**config.mk**
```make
export PLATFORM = sky130hd
export DESIGN_NAME = oled_spi_sink
export DESIGN_NICKNAME = d
export VERILOG_FILES = /design/src/rtl/oled_pkg.sv /design/src/rtl/oled_spi_sink_if.sv /design/src/rtl/oled_spi_sink_spi_byte_rx.sv /design/src/rtl/oled_spi_sink.sv
export SDC_FILE = /design/constraint.sdc
export NUM_CORES = 1
export LEC_CHECK = 0
export BUFFER_PORTS_ARGS = -buffer_cell sky130_fd_sc_hd__buf_2
export CAP_MARGIN = 20
export CORE_ASPECT_RATIO = 0.6
export CORE_MARGIN = 4
export CORE_UTILIZATION = 43
export DETAILED_ROUTE_END_ITERATION = 8
export PLACE_DENSITY_LB_ADDON = 0.1
export SYNTH_ARGS = -nofsm -noshare
export SYNTH_HDL_FRONTEND = slang
export SYNTH_SLANG_ARGS = --single-unit
```
**constraint.sdc**
```tcl
create_clock -name clk -period 10.1 [get_ports clk]
set_clock_uncertainty 0.05 [all_clocks]
set_input_delay 2.525 -clock clk [delete_from_list [all_inputs] [get_ports clk]]
set_output_delay 2.525 -clock clk [all_outputs]
set_load 0.01 [all_outputs]
```
**src/rtl/oled_pkg.sv**
```systemverilog
// Shared constants for the OLED SPI sink: panel defaults, opcodes, decoder states
// and the command argument-count table.
package oled_pkg;

  localparam int unsigned C_COLS_DEF = 96;
  localparam int unsigned C_ROWS_DEF = 64;

  localparam logic [7:0] OP_SET_COLUMN      = 8'h15;
  localparam logic [7:0] OP_SET_ROW         = 8'h75;
  localparam logic [7:0] OP_DRAW_LINE       = 8'h21;
  localparam logic [7:0] OP_DRAW_RECT       = 8'h22;
  localparam logic [7:0] OP_CONTRAST_A      = 8'h81;
  localparam logic [7:0] OP_CONTRAST_B      = 8'h82;
  localparam logic [7:0] OP_CONTRAST_C      = 8'h83;
  localparam logic [7:0] OP_MASTER_CURRENT  = 8'h87;
  localparam logic [7:0] OP_REMAP           = 8'hA0;
  localparam logic [7:0] OP_START_LINE      = 8'hA1;
  localparam logic [7:0] OP_DISPLAY_OFFSET  = 8'hA2;
  localparam logic [7:0] OP_MUX_RATIO       = 8'hA8;
  localparam logic [7:0] OP_MASTER_CONFIG   = 8'hAD;
  localparam logic [7:0] OP_POWER_SAVE      = 8'hB0;
  localparam logic [7:0] OP_PHASE_ADJUST    = 8'hB1;
  localparam logic [7:0] OP_CLOCK_DIV       = 8'hB3;
  localparam logic [7:0] OP_PRECHARGE_LEVEL = 8'hBB;
  localparam logic [7:0] OP_VCOMH           = 8'hBE;

  typedef enum logic {
    ST_IDLE,
    ST_ARGS
  } dec_state_e;

  function automatic logic [3:0] arg_count(input logic [7:0] op);
    case (op)
      OP_SET_COLUMN, OP_SET_ROW:                                return 4'd2;
      OP_CONTRAST_A, OP_CONTRAST_B, OP_CONTRAST_C,
      OP_MASTER_CURRENT, OP_REMAP, OP_START_LINE,
      OP_DISPLAY_OFFSET, OP_MUX_RATIO, OP_MASTER_CONFIG,
      OP_POWER_SAVE, OP_PHASE_ADJUST, OP_CLOCK_DIV,
      OP_PRECHARGE_LEVEL, OP_VCOMH:                             return 4'd1;
      OP_DRAW_LINE:                                             return 4'd7;
      OP_DRAW_RECT:                                             return 4'd10;
      default:                                                  return 4'd0;
    endcase
  endfunction

endpackage

```
**src/rtl/oled_spi_sink_if.sv**
```systemverilog
// Received-byte stream between the SPI byte receiver and the command decoder.
interface oled_spi_sink_if;
  logic       valid;
  logic [7:0] data;
  logic       dc;

  modport master (output valid, data, dc);
  modport slave  (input  valid, data, dc);
endinterface

```
**src/rtl/oled_spi_sink_spi_byte_rx.sv**
```systemverilog
// SPI mode-0 byte receiver: pin synchronizers, SPI clock rise detect and MSB-first shifter.
module spi_byte_rx (
  input  logic               clk,
  input  logic               rst,
  input  logic               oled_csn,
  input  logic               oled_clk,
  input  logic               oled_mosi,
  input  logic               oled_dc,
  input  logic               oled_resn,
  output logic               soft_rst,
  oled_spi_sink_if.master    rx
);

  logic [1:0] csn_sync_q, csn_sync_d;
  logic [1:0] sclk_sync_q, sclk_sync_d;
  logic [1:0] mosi_sync_q, mosi_sync_d;
  logic [1:0] dc_sync_q, dc_sync_d;
  logic [1:0] resn_sync_q, resn_sync_d;
  logic       sclk_prev_q, sclk_prev_d;
  logic [2:0] bit_cnt_q, bit_cnt_d;
  logic [6:0] shift_q, shift_d;
  logic       valid_q, valid_d;
  logic [7:0] data_q, data_d;
  logic       dc_q, dc_d;
  logic       sclk_rise;

  assign sclk_rise = sclk_sync_q[1] & ~sclk_prev_q;
  assign soft_rst  = ~resn_sync_q[1];

  always_comb begin
    csn_sync_d  = {csn_sync_q[0], oled_csn};
    sclk_sync_d = {sclk_sync_q[0], oled_clk};
    mosi_sync_d = {mosi_sync_q[0], oled_mosi};
    dc_sync_d   = {dc_sync_q[0], oled_dc};
    resn_sync_d = {resn_sync_q[0], oled_resn};
    sclk_prev_d = sclk_sync_q[1];
    bit_cnt_d   = bit_cnt_q;
    shift_d     = shift_q;
    valid_d     = 1'b0;
    data_d      = data_q;
    dc_d        = dc_q;
    // Deselect or panel reset discards any partial byte without emitting it.
    if (soft_rst || csn_sync_q[1]) begin
      bit_cnt_d = '0;
    end else if (sclk_rise) begin
      shift_d   = {shift_q[5:0], mosi_sync_q[1]};
      bit_cnt_d = bit_cnt_q + 3'd1;
      if (bit_cnt_q == 3'd7) begin
        valid_d = 1'b1;
        data_d  = {shift_q, mosi_sync_q[1]};
        dc_d    = dc_sync_q[1];
      end
    end
  end

  always_ff @(posedge clk or posedge rst) begin
    if (rst) begin
      csn_sync_q  <= '1;
      sclk_sync_q <= '0;
      mosi_sync_q <= '0;
      dc_sync_q   <= '0;
      resn_sync_q <= '1;
      sclk_prev_q <= 1'b0;
      bit_cnt_q   <= '0;
      shift_q     <= '0;
      valid_q     <= 1'b0;
      data_q      <= '0;
      dc_q        <= 1'b0;
    end else begin
      csn_sync_q  <= csn_sync_d;
      sclk_sync_q <= sclk_sync_d;
      mosi_sync_q <= mosi_sync_d;
      dc_sync_q   <= dc_sync_d;
      resn_sync_q <= resn_sync_d;
      sclk_prev_q <= sclk_prev_d;
      bit_cnt_q   <= bit_cnt_d;
      shift_q     <= shift_d;
      valid_q     <= valid_d;
      data_q      <= data_d;
      dc_q        <= dc_d;
    end
  end

  assign rx.valid = valid_q;
  assign rx.data  = data_q;
  assign rx.dc    = dc_q;

endmodule

```
**src/rtl/oled_spi_sink.sv**
```systemverilog
// OLED SPI sink: decodes the controller's command/argument stream and turns pixel
// bytes into framebuffer writes within the current column/row window.
module oled_spi_sink
  import oled_pkg::*;
#(
  parameter int unsigned C_cols = C_COLS_DEF,
  parameter int unsigned C_rows = C_ROWS_DEF
) (
  input  logic       clk,
  input  logic       reset,
  input  logic       oled_csn,
  input  logic       oled_clk,
  input  logic       oled_mosi,
  input  logic       oled_dc,
  input  logic       oled_resn,
  output logic       byte_valid,
  output logic [7:0] byte_data,
  output logic       byte_dc,
  output logic       cmd_valid,
  output logic [7:0] cmd_code,
  output logic       cmd_err,
  output logic       pix_we,
  output logic [6:0] pix_x,
  output logic [5:0] pix_y,
  output logic [7:0] pix_data
);

  localparam logic [6:0] COL_MAX = 7'(C_cols - 1);
  localparam logic [5:0] ROW_MAX = 6'(C_rows - 1);

  function automatic logic [6:0] clamp_col(input logic [7:0] a);
    return (a > {1'b0, COL_MAX}) ? COL_MAX : a[6:0];
  endfunction

  function automatic logic [5:0] clamp_row(input logic [7:0] a);
    return (a > {2'b00, ROW_MAX}) ? ROW_MAX : a[5:0];
  endfunction

  oled_spi_sink_if rx_if ();
  logic soft_rst;

  spi_byte_rx u_rx (
    .clk       (clk),
    .rst       (reset),
    .oled_csn  (oled_csn),
    .oled_clk  (oled_clk),
    .oled_mosi (oled_mosi),
    .oled_dc   (oled_dc),
    .oled_resn (oled_resn),
    .soft_rst  (soft_rst),
    .rx        (rx_if.master)
  );

  dec_state_e state_q, state_d;
  logic [3:0] args_left_q, args_left_d;
  logic [7:0] opcode_q, opcode_d;
  logic [7:0] arg_a_q, arg_a_d;
  logic [6:0] col_start_q, col_start_d, col_end_q, col_end_d, x_q, x_d;
  logic [5:0] row_start_q, row_start_d, row_end_q, row_end_d, y_q, y_d;
  logic       byte_valid_q, byte_valid_d;
  logic [7:0] byte_data_q, byte_data_d;
  logic       byte_dc_q, byte_dc_d;
  logic       cmd_valid_q, cmd_valid_d;
  logic [7:0] cmd_code_q, cmd_code_d;
  logic       cmd_err_q, cmd_err_d;
  logic       pix_we_q, pix_we_d;
  logic [6:0] pix_x_q, pix_x_d;
  logic [5:0] pix_y_q, pix_y_d;
  logic [7:0] pix_data_q, pix_data_d;
  logic [3:0] n_args;

  always_comb begin
    state_d      = state_q;
    args_left_d  = args_left_q;
    opcode_d     = opcode_q;
    arg_a_d      = arg_a_q;
    col_start_d  = col_start_q;
    col_end_d    = col_end_q;
    row_start_d  = row_start_q;
    row_end_d    = row_end_q;
    x_d          = x_q;
    y_d          = y_q;
    byte_valid_d = 1'b0;
    byte_data_d  = byte_data_q;
    byte_dc_d    = byte_dc_q;
    cmd_valid_d  = 1'b0;
    cmd_code_d   = cmd_code_q;
    cmd_err_d    = 1'b0;
    pix_we_d     = 1'b0;
    pix_x_d      = pix_x_q;
    pix_y_d      = pix_y_q;
    pix_data_d   = pix_data_q;
    n_args       = arg_count(rx_if.data);

    if (soft_rst) begin
      state_d     = ST_IDLE;
      args_left_d = '0;
      col_start_d = '0;
      col_end_d   = COL_MAX;
      row_start_d = '0;
      row_end_d   = ROW_MAX;
      x_d         = '0;
      y_d         = '0;
    end else if (rx_if.valid) begin
      byte_valid_d = 1'b1;
      byte_data_d  = rx_if.data;
      byte_dc_d    = rx_if.dc;
      if (!rx_if.dc) begin
        if (state_q == ST_IDLE) begin
          opcode_d = rx_if.data;
          if (n_args == 4'd0) begin
            cmd_valid_d = 1'b1;
            cmd_code_d  = rx_if.data;
          end else begin
            state_d     = ST_ARGS;
            args_left_d = n_args;
          end
        end else begin
          args_left_d = args_left_q - 4'd1;
          // Window commands have two arguments, so the first one arrives with two left.
          if (args_left_q == 4'd2) arg_a_d = rx_if.data;
          if (args_left_q == 4'd1) begin
            state_d     = ST_IDLE;
            cmd_valid_d = 1'b1;
            cmd_code_d  = opcode_q;
            if (opcode_q == OP_SET_COLUMN) begin
              col_start_d = clamp_col(arg_a_q);
              col_end_d   = clamp_col(rx_if.data);
              x_d         = clamp_col(arg_a_q);
            end
            if (opcode_q == OP_SET_ROW) begin
              row_start_d = clamp_row(arg_a_q);
              row_end_d   = clamp_row(rx_if.data);
              y_d         = clamp_row(arg_a_q);
            end
          end
        end
      end else begin
        if (state_q == ST_ARGS) begin
          cmd_err_d   = 1'b1;
          state_d     = ST_IDLE;
          args_left_d = '0;
        end
        pix_we_d   = 1'b1;
        pix_x_d    = x_q;
        pix_y_d    = y_q;
        pix_data_d = rx_if.data;
        // Wrapping at the panel edge lets a start>end window run across the border.
        if (x_q != col_end_q) begin
          x_d = (x_q == COL_MAX) ? '0 : x_q + 7'd1;
        end else begin
          x_d = col_start_q;
          if (y_q != row_end_q) y_d = (y_q == ROW_MAX) ? '0 : y_q + 6'd1;
          else                  y_d = row_start_q;
        end
      end
    end
  end

  always_ff @(posedge clk or posedge reset) begin
    if (reset) begin
      state_q      <= ST_IDLE;
      args_left_q  <= '0;
      opcode_q     <= '0;
      arg_a_q      <= '0;
      col_start_q  <= '0;
      col_end_q    <= COL_MAX;
      row_start_q  <= '0;
      row_end_q    <= ROW_MAX;
      x_q          <= '0;
      y_q          <= '0;
      byte_valid_q <= 1'b0;
      byte_data_q  <= '0;
      byte_dc_q    <= 1'b0;
      cmd_valid_q  <= 1'b0;
      cmd_code_q   <= '0;
      cmd_err_q    <= 1'b0;
      pix_we_q     <= 1'b0;
      pix_x_q      <= '0;
      pix_y_q      <= '0;
      pix_data_q   <= '0;
    end else begin
      state_q      <= state_d;
      args_left_q  <= args_left_d;
      opcode_q     <= opcode_d;
      arg_a_q      <= arg_a_d;
      col_start_q  <= col_start_d;
      col_end_q    <= col_end_d;
      row_start_q  <= row_start_d;
      row_end_q    <= row_end_d;
      x_q          <= x_d;
      y_q          <= y_d;
      byte_valid_q <= byte_valid_d;
      byte_data_q  <= byte_data_d;
      byte_dc_q    <= byte_dc_d;
      cmd_valid_q  <= cmd_valid_d;
      cmd_code_q   <= cmd_code_d;
      cmd_err_q    <= cmd_err_d;
      pix_we_q     <= pix_we_d;
      pix_x_q      <= pix_x_d;
      pix_y_q      <= pix_y_d;
      pix_data_q   <= pix_data_d;
    end
  end

  assign byte_valid = byte_valid_q;
  assign byte_data  = byte_data_q;
  assign byte_dc    = byte_dc_q;
  assign cmd_valid  = cmd_valid_q;
  assign cmd_code   = cmd_code_q;
  assign cmd_err    = cmd_err_q;
  assign pix_we     = pix_we_q;
  assign pix_x      = pix_x_q;
  assign pix_y      = pix_y_q;
  assign pix_data   = pix_data_q;

endmodule

```
# Yosys cells after proc, flatten, opt, wreduce, memory -nomap -nowiden
# Index checks and enable logic that the tools add are counted.
dict set report word_totals {
  reg_bits 133
  wordCells 179
  input_bits 7
}
dict set report classes {
  bitwise_logic 6
  mux 75
  n_reduce_logical 18
  add_sub_neg 4
  n_lt_le_gt_ge 4
  eq_ne 41
}
# operator n
set ops {}
lappend ops {{2-to-1 mux 7 bit} 19}
lappend ops {{2-to-1 mux 6 bit} 20}
lappend ops {{equality test 8 bit, second input constant} 14}
lappend ops {{AND reduction 5 bit} 5}
lappend ops {{2-to-1 mux 1 bit} 24}
lappend ops {{2-to-1 mux 4 bit} 6}
lappend ops {{2-to-1 mux 8 bit} 3}
lappend ops {{inequality test 3 bit, second input constant} 7}
lappend ops {{equality test 8 x 5 -> 1 bit, second input constant} 2}
lappend ops {{equality test 8 x 6 -> 1 bit, second input constant} 2}
lappend ops {{equality test 8 x 7 -> 1 bit, second input constant} 2}
lappend ops {{greater-than comparator 8 x 6 -> 1 bit, second input constant} 2}
lappend ops {{greater-than comparator 8 x 7 -> 1 bit, second input constant} 2}
lappend ops {{one-hot mux 4 bit (4 select lines)} 1}
lappend ops {{OR reduction 14 bit} 1}
lappend ops {{inequality test 2 bit, second input constant} 6}
lappend ops {{AND reduction 3 bit} 3}
lappend ops {{AND reduction 4 bit} 2}
lappend ops {{adder 7 x 1 -> 7 bit, second input constant} 1}
lappend ops {{equality test 7 bit, second input constant} 1}
lappend ops {{inequality test 7 bit} 1}
lappend ops {{adder 6 x 1 -> 6 bit, second input constant} 1}
lappend ops {{equality test 6 bit, second input constant} 1}
lappend ops {{2-to-1 mux 3 bit} 2}
lappend ops {{other kinds (14)} 20}

# Logic depth before layout (Yosys ltp)
# Gate-level depths: netlist of the first run.
dict set report depth {
  word_depth 9
  ltp_mapped 9
}

# Modules after synthesis
# A second synthesis of the first run with hierarchy kept.
dict set report unflattened {
  cells_unflattened 630
  area_unflattened_um2 6663.9
}
# module area_each_um2 cells_per_inst instances
set by_module_without_submodules {}
lappend by_module_without_submodules {oled_spi_sink 5536.6 567 1}
lappend by_module_without_submodules {spi_byte_rx 1127.3 63 1}

# Least setup slack after synthesis of the first run
# OpenSTA, ideal clock, no wires.
dict set report synth_timing {
  kind {register to output}
  startpoint {register byte_data_q[0] (netlist: byte_data[0])}
  endpoint {output port byte_data[0]}
  path_stages_with_launch 1
  t_arrival_ns 0.385
  n_path_buf 0
  path_slack_ns 7.140
  cell_sequence {dfrtp_1}
}
# item line
set synth_lines {}
lappend synth_lines {{from (decl)} oled_spi_sink.sv:61} ;# logic [7:0] byte_data_q, byte_data_d;
lappend synth_lines {{from (signal assigned)} oled_spi_sink.sv:194} ;# byte_data_q <= byte_data_d;
lappend synth_lines {{to (decl)} oled_spi_sink.sv:17} ;# output logic [7:0] byte_data,
# No word-level cell between the ends.

==> metrics, run 1 <==
met2 usage 0.253; Post-Syn Area 6210 um^2; 1st-iter DRT viols 385; Cell variety after synth 70; FP Rows 33; H-tree depth 4; Register-to-Register Path Depth 4; synth top area cells dfrtp_1 (47%), mux2_2 (11%), dfstp_2 (6.8%); Synth Warn # 0; DIE WIDTH 163 um; Die H 101 um; number of flops mapped to enable cells by yosys 0; total CTS buffers 17; final setup violating endpoints 0; Final ANT Viol Nets 0; Power Total 1.19 mW; clock latency on the worst-skew pair 410 ps; hold depth 0; critical path capture point type async pin; Worst Hold Slack 300 ps; largest net degree at the start of global routing 77; CP startpoint reset; WP data required 10450 ps; Max Transition Viols Final 0; Synth Area per Inst 11.3 um^2; P_leak 3.42 nW; Max Cap Viol 0; Period Utilization, post-route 0.367; crit start category input pin; clk sinks 133; f_max 270 MHz; top_reg_cell synth dfrtp_1; clock tree buffer depth 2; GR Layer Usage met1 0.303; total number of vias 4398; Rel. slew slack 0.263; CTS tree yes; layout cell share with drive strength beyond 1 0.301; synthesis-stage register bit count 133; Initial Util 0.448; via/cell ratio 5.53; Initial DRT Pass Iterations 5; Synth Instances 551; Worst Slack Setup Final 6400 ps; Min-Delay Path Class reg -> reg; register area share after synthesis 0.539; RR Startpoint u_rx.resn_sync_q[1]; final core occ 0.512; clock period minus worst slack 3700 ps; share of synthesized registers carrying an async set or reset 1.00; crit path kind in -> async; first-pass GRT wire length 24400 um; Clk Tree Root Cell clkbuf_16; fillers 1272; die area 16500 um^2; Cell Chain, Critical Path buf_2 > inv_4 > buf_4; flop-to-flop setup slack 7140 ps; final hold vios 0; hold wc startpoint u_rx.mosi_sync_q[0]; Area Growth Syn to Fin 14.3%; worst slew pin tran 1090 ps; GRT busiest layer met1; HPWL Detailed 9880 um; Worst EP arrival 4050 ps; number of antenna repair diodes 0; antenna violations before repair 0; vias in the first global route 4443; met3 Usage GRT 0.0482; IO buf count 48; wire length per cell 18.5 um; Worst Path Max Fanout 76; Post-Route WL 14700 um; Post-CTS Hold Buffers 0; Remaining DRCs 0; Synth top area share 0.471; IO Pins 49; Tot GR Track Use 0.191; Core ar. 13900 um^2; Sequential Area 3350 um^2; VDD IR-drop max 0.0909 mV; syn_nets 565; cell taking the most area after synthesis dfrtp_1; Placement Setup Slack 5850 ps; RSZ-0062 raised after global routing no; Crit path largest cell delay 850 ps; grt ovf 0; pwr dens 168 nW/um^2; setup TNS 0 ps; nets 605; post_cts resized 0; outcome complete, no violations; Placer Congestion 0.822; slowest CP cell buf_4; area of the multi-input gates 2600 um^2; total setup buffers inserted after CTS 0; Clk pin slew, worst setup/hold paths 60 ps
==> sequential cells by signal, summed over array words and instances, names as in the netlist, 3 cells and up <==
register,cells
pix_y,6
col_start_q,7
u_rx.rx.data,8
pix_data,8
row_start_q,6
byte_data,8
x_q,7
row_end_q,6
opcode_q,8
args_left_q,4
cmd_code,8
pix_x,7
col_end_q,7
y_q,6
u_rx.shift_q,7
arg_a_q,8
u_rx.bit_cnt_q,3
==> final timing paths <==
path                                       end
max                               col_end_q[5]
min in group asynchronous         byte_data[4]
max reg2reg                        cmd_code[6]
min                        u_rx.mosi_sync_q[1]
min reg2reg                u_rx.mosi_sync_q[1]
max in group clk                   cmd_code[7]
==> kinds of logic after synthesis <==
family / Yosys count / synth area share
AO/OA/AOI/OAI: 118 / 0.128
buffers and inverters: 53 / 0.0421
flip-flops: 133 / 0.539
multiplexers: 71 / 0.127
XOR/XNOR: 21 / 0.0296
adder cells (fa/ha/maj): 7 / 0.0141
AND/OR/NAND/NOR: 148 / 0.120
==> placed cells by master, fill, tap and decap left out, types with 3 or more instances in the layout <==
| cell | n |
|---|---|
| nand4_1 | 4 |
| a22o_1 | 3 |
| dfstp_2 | 16 |
| nor3_1 | 6 |
| nand3_1 | 14 |
| clkbuf_16 | 17 |
| xor2_1 | 12 |
| mux2i_1 | 8 |
| nand2b_1 | 7 |
| o211ai_1 | 9 |
| nor2_1 | 37 |
| a21o_1 | 11 |
| clkinvlp_4 | 6 |
| inv_6 | 3 |
| nand2_1 | 47 |
| nor2b_1 | 3 |
| o21ai_0 | 35 |
| a31oi_1 | 13 |
| mux2_2 | 63 |
| a221oi_1 | 6 |
| a21oi_1 | 19 |
| buf_2 | 48 |
| ha_1 | 7 |
| xnor2_1 | 9 |
| buf_4 | 3 |
| dfrtp_1 | 117 |
| inv_1 | 20 |
==> Yosys cell counts (2+ instances only) <==
library cell,n
or2b_1,2
dfrtp_1,117
clkbuf_1,12
nand4b_1,2
nand2b_1,7
inv_1,21
a221oi_1,6
nand2_1,47
nand3_1,14
a21o_1,11
nand4_1,4
xnor2_1,9
a32o_1,2
mux2_2,63
nor3_2,2
ha_1,7
dfstp_2,16
buf_6,2
o21ai_0,35
nor3b_1,2
xor2_1,12
nor2_1,37
nor2b_1,3
and3_1,2
nor3_1,6
nor4_1,2
or2_2,2
and2_1,2
a31oi_1,13
a211o_2,2
o21bai_1,2
mux2i_1,8
dlymetal6s2s_1,2
o211ai_1,9
nand3b_1,2
a211oi_1,2
a22o_1,3
a21oi_1,19
buf_2,10
or3_2,2
==> area by class of cell <==
cell class,instances,area share
clock buffers,18,0.0605
repair buffers,51,0.0370
clock inverters,14,0.0182
inverters,23,0.0125
well taps,192,0.0338
multi-input cells,365,0.366
flip-flops and latches,133,0.472
==> layer usage <==
| layer | vias to the layer above | share of wire |
|---|---|---|
| li1 | 2030 | - |
| met1 | 2209 | 0.54 |
| met2 | 142 | 0.39 |
| met3 | 17 | 0.062 |
| met4 | 0 | 0.010 |
| met5 | - | 0 |
==> through the flow <==
stage                     instance area (um^2)  instances
after floorplan                           6210        551
after global placement                    6540        764
after detailed placement                  6540        764
after CTS                                 7100        796
after global routing                      7100        796
final                                     7100        796
==> where the power goes <==
part           total (mW)  internal [mW]  switching, mW  leakage [nW]
Combinational      0.0386         0.0148         0.0237          1.40
Sequential          0.565          0.553         0.0124          1.77
Clock               0.586          0.340          0.246         0.255
==> critical path, delay by kind of cell <==
family / cells / cell delay [ps]
buffers and inverters: 3 / 1440
(Power assumes the default switching activity.)
==> inputs of run 2 (changes only) <==
==> constraint.sdc (replaced) <==
create_clock -name clk -period 3 [get_ports clk]
set_clock_uncertainty 0.05 [all_clocks]
set_input_delay 0.75 -clock clk [delete_from_list [all_inputs] [get_ports clk]]
set_output_delay 0.75 -clock clk [all_outputs]
set_load 0.01 [all_outputs]
==> metrics, run 2 (synthesized netlist as in run 1, its figures left out) <==
Final ANT Viol Nets 0 (unchanged); CTS tree yes (unchanged); Initial Util 0.448 (unchanged); vias in the first global route 4593 (was 4443); Worst Path Max Fanout 10 (was 76); grt ovf 0 (unchanged); f_max 401 MHz; Worst EP arrival 2740 ps (was 4050 ps); Remaining DRCs 0 (unchanged); slowest CP cell or4_1 (was buf_4); Max Transition Viols Final 0 (unchanged); Rel. slew slack 0.389 (was 0.263); die area 16500 um^2 (unchanged); setup TNS 0 ps (unchanged); Post-Route WL 15500 um (was 14700 um); total number of vias 4484 (was 4398); RSZ-0062 raised after global routing no (unchanged); post_cts resized 0 (unchanged); IO buf count 48 (unchanged); antenna violations before repair 0 (unchanged); IO Pins 49 (unchanged); VDD IR-drop max 0.317 mV (was 0.0909 mV); final core occ 0.523 (was 0.512); design area 7250 um^2 (was 7100 um^2); pwr dens 565 nW/um^2 (was 168 nW/um^2); worst slew pin tran 912 ps (was 1090 ps); most frequent cells in the layout dfrtp_1 (117), mux2_2 (63), buf_2 (48) (unchanged); HPWL Detailed 10800 um (was 9880 um); wire length per cell 19.2 um (was 18.5 um); DIE WIDTH 163 um (unchanged); Worst Hold Slack 254 ps (was 300 ps); total setup buffers inserted after CTS 0 (unchanged); Crit path largest cell delay 550 ps (was 850 ps); Max Cap Viol 0 (unchanged); final hold vios 0 (unchanged); Core ar. 13900 um^2 (unchanged); crit path kind reg -> reg (was in -> async); Placer Congestion 0.867 (was 0.822); clock period minus worst slack 2490 ps; 1st-iter DRT viols 303 (was 385); total CTS buffers 17 (unchanged); Min-Delay Path Class in -> async (was reg -> reg); Cell Chain, Critical Path inv_1 > or4_1 > a31oi_2 > nor3_2 > a21oi_4 > mux2_2 (was buf_2 > inv_4 > buf_4); top cell family by delay on the critical path simple AND/OR/NAND/NOR gates (was buffers and inverters); Die H 101 um (unchanged); outcome complete, no violations (unchanged); nets 619 (was 605); Tot GR Track Use 0.201 (was 0.191); clock tree buffer depth 2 (unchanged); number of antenna repair diodes 0 (unchanged); dpl cell area 6670 um^2 (was 6540 um^2); clock latency on the worst-skew pair 420 ps (was 410 ps); H-tree depth 4 (unchanged); clk sinks 133 (unchanged); P_leak 3.52 nW (was 3.42 nW); via/cell ratio 5.54 (was 5.53); layout cell share with drive strength beyond 1 0.319 (was 0.301); first-pass GRT wire length 25500 um (was 24400 um); Post-CTS Hold Buffers 0 (unchanged); WP data required 3250 ps (was 10450 ps); Clk pin slew, worst setup/hold paths 60 ps (about the same); crit start category flop (was input pin); largest net degree at the start of global routing 65 (was 77); Period Utilization, post-route 0.831; most common library cell in the layout ignoring fill and taps dfrtp_1 (unchanged); Area Growth Syn to Fin 16.7% (was 14.3%); Clk Tree Root Cell clkbuf_16 (unchanged); Initial DRT Pass Iterations 5 (unchanged); Power Total 4.09 mW (was 1.19 mW); critical path capture point type flop (was async pin); FP Rows 33 (unchanged); CP bufs+invs 1 (was 3); final setup violating endpoints 0 (unchanged)
[run 2: changes by cell type in the layout (fill, tap and decap cells not counted), moves of 2 or more]
cell,previous run,this run
clkinvlp_4,6,4
buf_12,0,2
buf_4,3,15
inv_6,3,6
[run 2: area by class of cell]
| cell class | count | area (um^2) |
|---|---|---|
| repair buffers | 65 | 393 |
| multi-input cells | 365 | 2600 |
| clock buffers | 18 | 439 |
| clock inverters | 14 | 139 |
| well taps | 192 | 240 |
| flip-flops and latches | 133 | 3350 |
| inverters | 23 | 90.1 |
| fillers | 1262 | 6620 |
[run 2: final timing paths]
path / from / endpoint / slack [ps] / cells past startpoint
setup / recovery: u_rx.rx.data[1] / cmd_code[0] / 510 / 6
hold / removal: reset / byte_data[3] / 250 / 2
setup reg to reg: u_rx.rx.data[1] / cmd_code[0] / 510 / 6
hold reg to reg: u_rx.mosi_sync_q[0] / u_rx.mosi_sync_q[1] / 300 / 0
max in group asynchronous: reset / u_rx.resn_sync_q[0] / 1980 / 3
min in group clk: u_rx.mosi_sync_q[0] / u_rx.mosi_sync_q[1] / 300 / 0
[run 2: metrics by stage]
step | setup WS [ps] | instances
finish | 507 | 810
floorplan | 562 | 551
global placement | 591 | 778
CTS | 496 | 810
global route | 334 | 810
detailed placement | 500 | 778
[run 2: layer usage]
metal | global-route usage | up-vias | part of all wire
met5 | 0 | - | 0
met3 | 0.0564 | 13 | 0.060
met1 | 0.315 | 2265 | 0.53
met4 | 0.0522 | 0 | 0.0097
li1 | - | 2063 | -
met2 | 0.270 | 143 | 0.40
[run 2: where the power goes]
part / total, mW / switching [mW] / internal (mW)
sequential: 1.90 / 0.0378 / 1.86
combinational: 0.149 / 0.0915 / 0.0574
clock: 2.05 / 0.863 / 1.18
total: 4.09 / 0.992 / 3.10
